<file path="src/rtl/vga_timing.sv">
// Raster timing generator: pixel/line counters advanced on pix_en strobes,
// with sync, data-enable and position outputs registered from the next count.
module vga_timing #(
    parameter int   H_VISIBLE = 640,
    parameter int   H_FRONT   = 16,
    parameter int   H_SYNC    = 96,
    parameter int   H_BACK    = 48,
    parameter int   V_VISIBLE = 480,
    parameter int   V_FRONT   = 10,
    parameter int   V_SYNC    = 2,
    parameter int   V_BACK    = 33,
    parameter logic HSYNC_POL = 1'b0,
    parameter logic VSYNC_POL = 1'b0
) (
    input  logic       clk,
    input  logic       rst,
    input  logic       pix_en,
    output logic       hsync,
    output logic       vsync,
    output logic       de,
    output logic [9:0] hcount,
    output logic [9:0] vcount
);

    localparam int H_TOTAL = H_VISIBLE + H_FRONT + H_SYNC + H_BACK;
    localparam int V_TOTAL = V_VISIBLE + V_FRONT + V_SYNC + V_BACK;

    if (H_TOTAL > 1024 || V_TOTAL > 1024) begin : g_bad_total
        $error("vga_timing: line or frame total exceeds 10-bit counter range");
    end

    localparam logic [9:0]  H_LAST = 10'(H_TOTAL - 1);
    localparam logic [9:0]  V_LAST = 10'(V_TOTAL - 1);
    // Band edges get an extra bit: a sync band may end exactly at 1024.
    localparam logic [10:0] H_VIS  = 11'(H_VISIBLE);
    localparam logic [10:0] HS_BEG = 11'(H_VISIBLE + H_FRONT);
    localparam logic [10:0] HS_END = 11'(H_VISIBLE + H_FRONT + H_SYNC);
    localparam logic [10:0] V_VIS  = 11'(V_VISIBLE);
    localparam logic [10:0] VS_BEG = 11'(V_VISIBLE + V_FRONT);
    localparam logic [10:0] VS_END = 11'(V_VISIBLE + V_FRONT + V_SYNC);

    logic [9:0]  hcount_q, hcount_d;
    logic [9:0]  vcount_q, vcount_d;
    logic        hsync_q, hsync_d;
    logic        vsync_q, vsync_d;
    logic        de_q, de_d;
    logic [10:0] h_ext, v_ext;

    // Next position on a strobe, and outputs decoded from that next position.
    always_comb begin
        hcount_d = hcount_q;
        vcount_d = vcount_q;
        if (pix_en) begin
            if (hcount_q == H_LAST) begin
                hcount_d = '0;
                vcount_d = (vcount_q == V_LAST) ? '0 : vcount_q + 10'd1;
            end else begin
                hcount_d = hcount_q + 10'd1;
            end
        end
        h_ext   = {1'b0, hcount_d};
        v_ext   = {1'b0, vcount_d};
        de_d    = (h_ext < H_VIS) && (v_ext < V_VIS);
        hsync_d = ((h_ext >= HS_BEG) && (h_ext < HS_END)) ? HSYNC_POL : ~HSYNC_POL;
        vsync_d = ((v_ext >= VS_BEG) && (v_ext < VS_END)) ? VSYNC_POL : ~VSYNC_POL;
    end

    // Position and timing registers; reset parks at (0,0) with syncs inactive.
    always_ff @(posedge clk) begin
        if (!rst) begin
            hcount_q <= '0;
            vcount_q <= '0;
            de_q     <= 1'b0;
            hsync_q  <= ~HSYNC_POL;
            vsync_q  <= ~VSYNC_POL;
        end else begin
            hcount_q <= hcount_d;
            vcount_q <= vcount_d;
            de_q     <= de_d;
            hsync_q  <= hsync_d;
            vsync_q  <= vsync_d;
        end
    end

    assign hcount = hcount_q;
    assign vcount = vcount_q;
    assign de     = de_q;
    assign hsync  = hsync_q;
    assign vsync  = vsync_q;

endmodule

</file>
<file path="config.mk">
export PLATFORM = sky130hd
export DESIGN_NAME = vga_timing
export DESIGN_NICKNAME = d
export VERILOG_FILES = /design/src/rtl/vga_timing.sv
export SDC_FILE = /design/constraint.sdc
export NUM_CORES = 1
export LEC_CHECK = 0
export CAP_MARGIN = 25
export CELL_PAD_IN_SITES_DETAIL_PLACEMENT = 0
export CELL_PAD_IN_SITES_GLOBAL_PLACEMENT = 1
export CORE_MARGIN = 1
export CORE_UTILIZATION = 38
export DETAILED_ROUTE_END_ITERATION = 12
export PLACE_DENSITY = 0.85
export SETUP_SLACK_MARGIN = 0.05
export SYNTH_ARGS = -nofsm -noshare
export SYNTH_HDL_FRONTEND = slang
export SYNTH_SLANG_ARGS = --single-unit
</file>
<file path="constraint.sdc">
create_clock -name clk -period 2.1 [get_ports clk]
set_input_delay 0.315 -clock clk [delete_from_list [all_inputs] [get_ports clk]]
set_output_delay 0.315 -clock clk [all_outputs]
set_load 0.01 [all_outputs]
</file>
==> summary.md <==
| Metric | Value |
|---|---|
| CTS tree | built |
| EDFF count, synth | 0 |
| Worst Setup Start Kind | register |
| Cts hold-fix bufs | 0 |
| Fmax | roughly 530 MHz |
| Reg2Reg Depth | 6 |
| RePlAce Congestion | 0.837 |
| DRC | 0 |
| Initial antenna violation count | 0 |
| Initial core utilization | between 40% and 50% |
| PwrDens | approximately 400 nW/um^2 |
| Final antenna-violating net count | 0 |
| Layout net count | 195 |
| Via/cell ratio | 5.32 |
| CP Capture Type | register |
| Min-delay src | hcount[0] |
| Root buffer cell | clkbuf_4 |
| Dpl hpwl | between 2 and 2.5 mm |
| Synthesized area | between 1000 and 1500 um^2 |
| Die Area | around 3800 um^2 |
| Post-Place Cell Area | roughly 1700 um^2 |
| Detailed-route via count | around 1200 |
| Routed wire length | 3.18 mm |
| Post-layout min period | 1.90 ns |
| Core Region | around 3400 um^2 |
| CP max-delay cell | or3_1 |
| Post-synthesis async set-or-reset flop share | 0% |
| Clock sink count | 23 |
| HP Class | reg2reg |
| Worst Path Arrival | 2.12 ns |
| Crit path max fanout | 5 |
| Worst Tran Pin Value | between 0.4 and 0.5 ns |
| Setup TNS Final | 0 ns |
| Critical path required time | about 2.3 ns |
| Post-CTS resize count | 0 |
| Fin Hold WS | about 0.56 ns |
| Final instance area | roughly 1700 um^2 |
| Sequential area share after synthesis | 33.9% |
| # IOs | 26 |
| # Post-CTS Setup Buffers | 0 |
| Port bufs | 25 |
| P&R area growth vs syn | 28.5% |
| Pre-antenna DRT Iters | 4 |
| Setup CP Type | reg2reg |
| Syn_nets | approximately 160 |
| Die width | between 60 and 70 um |
| Vias in the first global route | between 1000 and 1500 |
| Core Rows | 21 |
| Total grt overflow | 0 |
| Ant diodes | 0 |
| Syn avg cell area | ~8.9 um^2 |
| Max Cap Viol | 0 |
| Clock Latency Late Sink | approximately 0.32 ns |
| Fin. max-slew vios | 0 |
| Syn. warnings | 0 |
| Gr usage total | slightly below 20% |
| Cell leakage power | between 0.0006 and 0.0007 uW |
| Finished Layout Cells | between 200 and 250 |
| Pin count of the biggest net entering global routing | 13 |
| Placed instance count | 230 |
| Status | completed |
| Hold depth | 2 |
| Initial drt markers | 41 |
| Clock slew at reported path FFs | roughly 0.14 ns |
| FF+latch count, synth | 23 |
| Final worst-path cycle share | approximately 90% |
| WL/cell | roughly 14 um |
| CTS Buf Count | 3 |
| Filler cells | 340 |
| Largest stage delay on the critical path | 0.45 ns |
| Die Height | around 62 um |
| Layout cell share with drive strength beyond 1 | between 10% and 20% |
| First-pass GRT wire length | 5.52 mm |
| Max VDD drop | between 200 and 300 uV |
| Flop2flop setup slack | around 0.20 ns |
| Layout Skew | approximately 0.016 ns |
| R2R Path Start | hcount[0] |
| Cells after Synth | 153 |
| Rel. slew slack | between 60 and 70% |
| Post-layout util | approximately half |
| RSZ-0062 raised after global routing | no |
| Final Hold Fails | 0 |
| # setup viols final | 0 |
| Max H-tree Level | 1 |
| CTS Buffer Depth | 2 |
| Main flop type after synthesis | dfxtp_1 |
| Hold Path End | hcount[0] |
| Synth cell types | 49 |
| Critical path cell sequence | ha_1 > nand3_4 > or3_1 > a211o_2 > a21oi_1 > o211ai_1 |
| Worst r2r dst | hsync |
==> synth_stat cells (all sizes together), types with 3 or more instances <==
library cell	count	area, um^2
ha	3	37.5
inv	3	11.3
nand2	13	48.8
nand3	6	42.5
dfxtp	23	460
buf	6	51.3
nor4	3	48.8
and3	3	18.8
nand4	7	43.8
xnor2	5	43.8
and2	5	32.5
a21oi	8	40.0
xor2	9	78.8
nor2	16	60.1
o211ai	3	22.5
nor3	3	15.0
or3	5	31.3
==> layer usage <==
layer  wire (um)  vias to the layer above  GRT usage (%)
met5           0                        -              0
met4          36                        0           6.03
met3          74                        5           2.69
met2        1570                       23           32.4
met1        1500                      596           25.7
li1            -                      622              -
==> stage by stage <==
| stage | worst slack (ns) | total power [uW] |
|---|---|---|
| final | 0.200 | 704 |
| after floorplan | 0.200 | 478 |
| after global routing | 0.106 | 732 |
| after detailed placement | -0.0722 | 499 |
| after CTS | 0.116 | 707 |
| after global placement | -0.00394 | 497 |
==> how the worst max path moves through the flow <==
stage | startpoint | endpoint | slack (ns) | depth (start not counted)
2_1_floorplan | hcount[0] | de | 0.20 | 5
3_3_place_gp | pix_en | de | -0.004 | 5
3_5_place_dp | pix_en | de | -0.07 | 5
4_1_cts | hcount[0] | de | 0.12 | 5
5_1_grt | hcount[0] | hsync | 0.11 | 6
6_report | hcount[0] | hsync | 0.20 | 6
==> area by class of cell <==
cell class	count	area [um^2]	share of cell area, %
sequential	23	463	26.5
multi-input combinational	120	838	48.1
tap	46	57.6	3.30
timing repair buffer	38	348	19.9
clock buffer	4	26.3	1.51
inverter	3	11.3	0.646
==> sequential cells by signal, summed over array words and instances (netlist names) <==
register,flops
vsync,1
hcount,10
hsync,1
vcount,10
de,1
==> power breakdown <==
group          switching (uW)  total [uW]  internal [uW]
combinational            18.4        40.0           21.6
sequential               6.95         449            442
clock                     140         214           74.3
==> logic make-up (layout without fill, tap and decap cells) <==
group / after synthesis / after routing / share of synthesized area [%]
AO/OA/AOI/OAI: 27 / 27 / 15.0
AND/OR/NAND/NOR: 74 / 74 / 32.9
buffers and inverters: 10 / 45 / 4.88
XOR/XNOR: 14 / 14 / 9.03
flip-flops: 23 / 23 / 33.9
adder cells (fa/ha/maj): 3 / 3 / 2.77
multiplexers: 2 / 2 / 1.47
==> worst max-delay path: cells and delay by family, from the launching register on <==
family | cells | cell delay (ns)
adders and majority gates | 1 | 0.24
and+or+nand+nor | 2 | 0.55
DFF | 1 | 0.41
AOI/OAI and AO/OA | 3 | 0.59
==> cells in the final DEF (no fill, tap or decap), types with 2 or more instances in the layout <==
master           count
clkdlybuf4s50_1     25
dfxtp_1             21
nor2_1              16
nand2_1             13
buf_4               13
xor2_1               9
a21oi_1              8
nand4_1              7
nand3_1              5
or3_1                5
xnor2_1              5
and2_1               4
inv_1                3
nor3_1               3
o211ai_1             3
and3_1               3
ha_1                 3
clkbuf_4             3
nand3b_1             2
nor4_4               2
o211a_1              2
o21ai_0              2
nor2b_1              2
mux2i_1              2
dfxtp_2              2
No activity file was read; power rests on OpenSTA's default activity.
==> RTL change 1, RTL diff (config.mk and constraints unchanged) <==
Add an input register stage for `pix_en`, without a reset; this delays it by one clock.
--- a/src/rtl/vga_timing.sv
+++ b/src/rtl/vga_timing.sv
@@ -25,6 +25,12 @@
     localparam int H_TOTAL = H_VISIBLE + H_FRONT + H_SYNC + H_BACK;
     localparam int V_TOTAL = V_VISIBLE + V_FRONT + V_SYNC + V_BACK;
 
+    logic pix_en_q;
+
+    always_ff @(posedge clk) begin
+        pix_en_q <= pix_en;
+    end
+
     if (H_TOTAL > 1024 || V_TOTAL > 1024) begin : g_bad_total
         $error("vga_timing: line or frame total exceeds 10-bit counter range");
     end
@@ -50,7 +56,7 @@
     always_comb begin
         hcount_d = hcount_q;
         vcount_d = vcount_q;
-        if (pix_en) begin
+        if (pix_en_q) begin
             if (hcount_q == H_LAST) begin
                 hcount_d = '0;
                 vcount_d = (vcount_q == V_LAST) ? '0 : vcount_q + 10'd1;
Function: changed (a bounded check fails within 4 cycles, from zero or initial values and one cycle with rst low).
==> RTL change 1 against the original RTL <==
Wire length grew 6.9%; sequential cell count grew 1; clock power grew 60%; final area shrank 0.22%; power grew 21%; setup slack lost 15 ps; synthesized area shrank 2.6%; critical endpoint is now vsync$_SDFF_PN1_; largest power group unchanged; highest routed layer unchanged.
==> RTL change 1: results (changes against the original RTL) <==
- Global-route wire length before repair: 5510 um (was 5520 um)
- Part of the power in registers: 55.0% (was 63.9%)
- Family with the most delay on the worst path: simple AND/OR/NAND/NOR gates (was compound AO/OA/AOI/OAI gates)
- Violation count after the first detailed-route iteration: 85 (was 41)
- FFs w/ async S/R, synth: 0% (unchanged)
- Vias in the first global route: 1198 (was 1180)
- Logic power comb: 0.0000423 W (was 0.0000400 W)
- Share of layout cells above drive strength 1: 12.9% (was 15.4%)
- Sequential fraction of the synthesis area: 36.3% (was 33.9%)
- HPWL after DPL: 2460 um (was 2410 um)
- Vias per cell: 5.67 (was 5.32)
- Pre-CTS setup slack: 122 ps (was -72.2 ps)
- Number of setup buffers added after CTS: 0 (unchanged)
- Leak: 0.603 nW (was 0.635 nW)
- Syn Nets: 166 (was 159)
- Drt first pass iters: 4 (unchanged)
- Layout net count: 201 (was 195)
- Hold Crit Class: in -> reg (was reg -> reg)
- Largest net degree at the start of global routing: 15 (was 13)
- Max_slew headroom: 71.5% (was 69.0%)
- CP max FO: 6 (was 5)
- Delay of the slowest critical-path stage: 510 ps (was 450 ps)
- Port buffer count: 25 (unchanged)
- Maximum vdd drop: 0.237 mV (was 0.255 mV)
- Synth cell types: 44 (was 49)
- Total GRT Usage: 20.1% (was 19.3%)
- Synth top area cells: dfxtp_1 (36%), nor2_1 (4.8%), xor2_1 (4.6%) (was dfxtp_1 (34%), xor2_1 (5.8%), nor2_1 (4.4%))
- Outcome: completed (unchanged)
- Switching share of power: 20.6% (was 23.5%)
- Diode count: 0 (unchanged)
- WL per Instance: 14.2 um (was 13.6 um)
- GP Congestion: 0.852 (was 0.837)
- Setup crit start: hcount[1]$_SDFF_PN0_ (was hcount[0]$_SDFF_PN0_)
- Root Driver: clkbuf_4 (unchanged)
- Crit path capture: vsync$_SDFF_PN1_ (was hsync$_SDFF_PN1_)
- CTS max path bufs: 2 (unchanged)
- Pint: 0.000677 W (was 0.000538 W)
- Initial antenna violation count: 0 (unchanged)
- Synth top cells by count: dfxtp_1 (24), nor2_1 (17), nand2_1 (15) (was dfxtp_1 (23), nor2_1 (16), nand2_1 (13))
- Clk_skew: 1.99 ps (was 15.8 ps)
- Number of fill cells: 312 (was 340)
- Highest-delay cell along the critical path: or4b_1 (was or3_1)
- FF-to-FF path depth: 6 (unchanged)
- Setup ws final: 185 ps (was 200 ps)
RTL change 1: final cells by class:
type	count	share of cell area (%)
Multi-Input combinational cell	124	45.6
Clock buffer	3	1.29
Sequential cell	24	27.7
Inverter	6	1.29
Timing Repair Buffer	36	19.1
Clock inverter	1	1.73
Tap cell	46	3.31
RTL change 1: worst min-delay path by stage:
stage / startpoint / cells after the start / endpoint / slack (ps)
4_1_cts: pix_en / 1 / pix_en_q$_DFF_P_ / 410
6_report: pix_en / 1 / pix_en_q$_DFF_P_ / 420
3_3_place_gp: vcount[7]$_SDFF_PN0_ / 2 / vcount[7]$_SDFF_PN0_ / 510
2_1_floorplan: pix_en / 0 / pix_en_q$_DFF_P_ / 340
5_1_grt: pix_en / 1 / pix_en_q$_DFF_P_ / 410
3_5_place_dp: vcount[7]$_SDFF_PN0_ / 2 / vcount[7]$_SDFF_PN0_ / 520
RTL change 1: layer usage:
layer	wire, um	track usage (%)	part of all wire (%)	vias to the layer above
met5	0	0	0	-
li1	-	-	-	649
met3	182	2.35	5.4	6
met1	1540	26.9	45	645
met4	51	7.79	1.5	0
met2	1630	33.1	48	60
RTL change 1: stage by stage:
stage                     instances  hold slack [ps]  instance area [um^2]  util [%]
after detailed placement        236              517                  1680      50.3
after global placement          236              511                  1680      50.3
after CTS                       240              413                  1730      51.9
after floorplan                 160              343                  1320         -
after global routing            240              411                  1740      52.2
final                           240              415                  1740      52.2
RTL change 1: logic make-up after synthesis:
logic type,Yosys count,share of synthesized area [%]
AND/OR/NAND/NOR,77,33.7
AO/OA/AOI/OAI,32,14.6
flip-flops,24,36.3
buffers and inverters,12,4.26
XOR/XNOR,9,5.96
multiplexers,3,2.37
adder cells (fa/ha/maj),3,2.84
==> RTL change 2, RTL diff (same flow settings) <==
Made on the original files. The parameter `HSYNC_POL` goes from 1'b0 to 1'b1.
--- a/src/rtl/vga_timing.sv
+++ b/src/rtl/vga_timing.sv
@@ -9,7 +9,7 @@
     parameter int   V_FRONT   = 10,
     parameter int   V_SYNC    = 2,
     parameter int   V_BACK    = 33,
-    parameter logic HSYNC_POL = 1'b0,
+    parameter logic HSYNC_POL = 1'b1,
     parameter logic VSYNC_POL = 1'b0
 ) (
     input  logic       clk,
Behaviour: not the same (a bounded check fails within 4 cycles, from zero or initial values and one cycle with rst low).
==> RTL change 2 against the original RTL <==
The run now ends with setup timing left; sequential cell count did not move; final area rose by 13%; clock skew fell by 9.2 ps; setup slack got worse by 290 ps; power fell by 0.40%; synthesized area fell by 0.37%; first-iteration DRC count rose by 100%; wire length rose by 14%; largest power group unchanged; highest routed layer unchanged.
==> RTL change 2: results (changes against the original RTL) <==
- GP Congestion: 0.875 (was 0.837)
- Hold Crit Class: reg -> reg (unchanged)
- Yosys warns: 0 (unchanged)
- CP max FO: 7 (was 5)
- Placed Instance Area: 0.00187 mm^2 (was 0.00171 mm^2)
- Synth top cells by count: dfxtp_1 (23), nand2_1 (11), and2_1 (9) (was dfxtp_1 (23), nor2_1 (16), nand2_1 (13))
- Total GRT Usage: 20.6% (was 19.3%)
- Clock latency on the worst-skew pair: roughly 310 ps
- Number of fill cells: 323 (was 340)
- Root Driver: clkbuf_4 (unchanged)
- Layout net count: 224 (was 195)
- Crit path arrival time: 2450 ps (was 2120 ps)
- Max_slew headroom: 70.3% (was 69.0%)
- Area growth syn-to-layout: 45.9% (was 28.5%)
- Clk_skew: 6.62 ps (was 15.8 ps)
- RR Startpoint: hcount[7]$_SDFF_PN0_ (was hcount[0]$_SDFF_PN0_)
- HPWL after DPL: 2730 um (was 2410 um)
- Hold-critical path depth: 3 (was 2)
- Final setup fails: 5 (was 0)
- Port buffer count: 25 (unchanged)
- Outcome: finished with violations (was completed)
- WL per Instance: 13.8 um (was 13.6 um)
- Drt first pass iters: 4 (unchanged)
- Sequential fraction of the synthesis area: 34.0% (was 33.9%)
- Pint: 0.000545 W (was 0.000538 W)
- FF-to-FF path depth: 5 (was 6)
- Synth top area cells: dfxtp_1 (34%), and2_1 (4.2%), xnor2_1 (3.9%) (was dfxtp_1 (34%), xor2_1 (5.8%), nor2_1 (4.4%))
- FFs w/ async S/R, synth: 0% (unchanged)
- Total CTS buffers: 3 (unchanged)
- Global-route wire length before repair: 5800 um (was 5520 um)
- Flop2flop setup slack: -90 ps (was 200 ps)
- Synth cell types: 44 (was 49)
- Vias per cell: 5.43 (was 5.32)
- CTS max path bufs: 2 (unchanged)
- Setup tns final: -309 ps (was 0 ps)
- Hold Crit Endpoint: hsync$_SDFF_PN0_ (was hcount[0]$_SDFF_PN0_)
- Initial antenna violation count: 0 (unchanged)
- Ys flop type: dfxtp_1 (unchanged)
- Reg-to-reg endpoint: vcount[9]$_SDFF_PN0_ (was hsync$_SDFF_PN1_)
- Failing checks: setup timing
- Leak: 0.740 nW (was 0.635 nW)
- Maximum vdd drop: 0.234 mV (was 0.255 mV)
- Largest net degree at the start of global routing: 13 (unchanged)
- Violation count after the first detailed-route iteration: 83 (was 41)
- Final Slew Violations: 0 (unchanged)
- HP Start: hcount[9]$_SDFF_PN0_ (was hcount[0]$_SDFF_PN0_)
- Share of layout cells above drive strength 1: 24.9% (was 15.4%)
- Vias in the first global route: 1351 (was 1180)
- Syn Nets: 168 (was 159)
- Setup ws final: -88.1 ps (was 200 ps)
[RTL change 2: cell count changes after synthesis, sizes merged, moves of 4 or more]
cell,delta
or4,+4
and2,+4
xor2,-6
clkbuf,+6
nor2,-9
nor4,+4
o21ai,+7
[RTL change 2: critical path: stages, from the launching register on]
cell	delay (ps)
dfxtp_1	330
or4b_4	530
or4_4	490
or4_4	560
o21ai_4	90
and2_1	140
[RTL change 2: cells by family after synthesis]
group / Yosys count / share of synthesized area, %
AOI/OAI and AO/OA: 32 / 15.7
xor gates and xnor gates: 9 / 5.83
adders and majority gates: 3 / 2.78
buffers and inverters: 16 / 5.64
DFF: 23 / 34.0
muxes: 3 / 2.22
and+or+nand+nor: 76 / 33.8
[RTL change 2: layer usage]
layer / GRT usage (%) / up-vias / wire length [um]
met5: 0 / - / 0
met2: 37.2 / 36 / 1910
met1: 24.4 / 675 / 1530
met3: 2.94 / 8 / 133
met4: 8.25 / 0 / 62
li1: - / 708 / -
[RTL change 2: worst max path at each step]
stage	start	to	slack (ps)	cells after the start
6_report	hcount[7]$_SDFF_PN0_	vcount[9]$_SDFF_PN0_	-90	5
5_1_grt	hcount[7]$_SDFF_PN0_	vsync$_SDFF_PN1_	-150	5
4_1_cts	hcount[7]$_SDFF_PN0_	vsync$_SDFF_PN1_	-60	5
3_5_place_dp	pix_en	de$_SDFF_PN0_	-240	6
3_3_place_gp	pix_en	de$_SDFF_PN0_	-190	6
2_1_floorplan	hcount[5]$_SDFF_PN0_	vcount[9]$_SDFF_PN0_	-150	7
[RTL change 2: what timing repair did]
action,CTS,global route
gates resized for setup,1,9
endpoints found under the setup margin,4,9
cloned,0,0
pin swaps,0,2
buffers inserted,1,1
[RTL change 2: per-stage QoR]
stage / worst slack (ps) / cells / hold slack [ps]
detailed placement: -245 / 257 / 586
global placement: -189 / 257 / 586
floorplan: -155 / 162 / 437
finish: -88.1 / 263 / 609
CTS: -57.4 / 262 / 609
global route: -150 / 263 / 639
[RTL change 2: cell type report]
| cell class | instances | area share, % |
|---|---|---|
| well taps | 46 | 2.92 |
| repair buffers | 61 | 26.6 |
| multi-input cells | 123 | 44.6 |
| inverters | 6 | 1.14 |
| clock buffers | 4 | 1.33 |
| flip-flops and latches | 23 | 23.5 |
[RTL change 2: power by group through the flow]
| stage | logic [W] | clock network (W) | registers [W] |
|---|---|---|---|
| floorplan | 0.0000154 | 0 | 0.000459 |
| global placement | 0.0000499 | 0 | 0.000453 |
| detailed placement | 0.0000524 | 0 | 0.000454 |
| CTS | 0.0000527 | 0.000215 | 0.000444 |
| global route | 0.0000580 | 0.000236 | 0.000445 |
| finish | 0.0000527 | 0.000204 | 0.000444 |
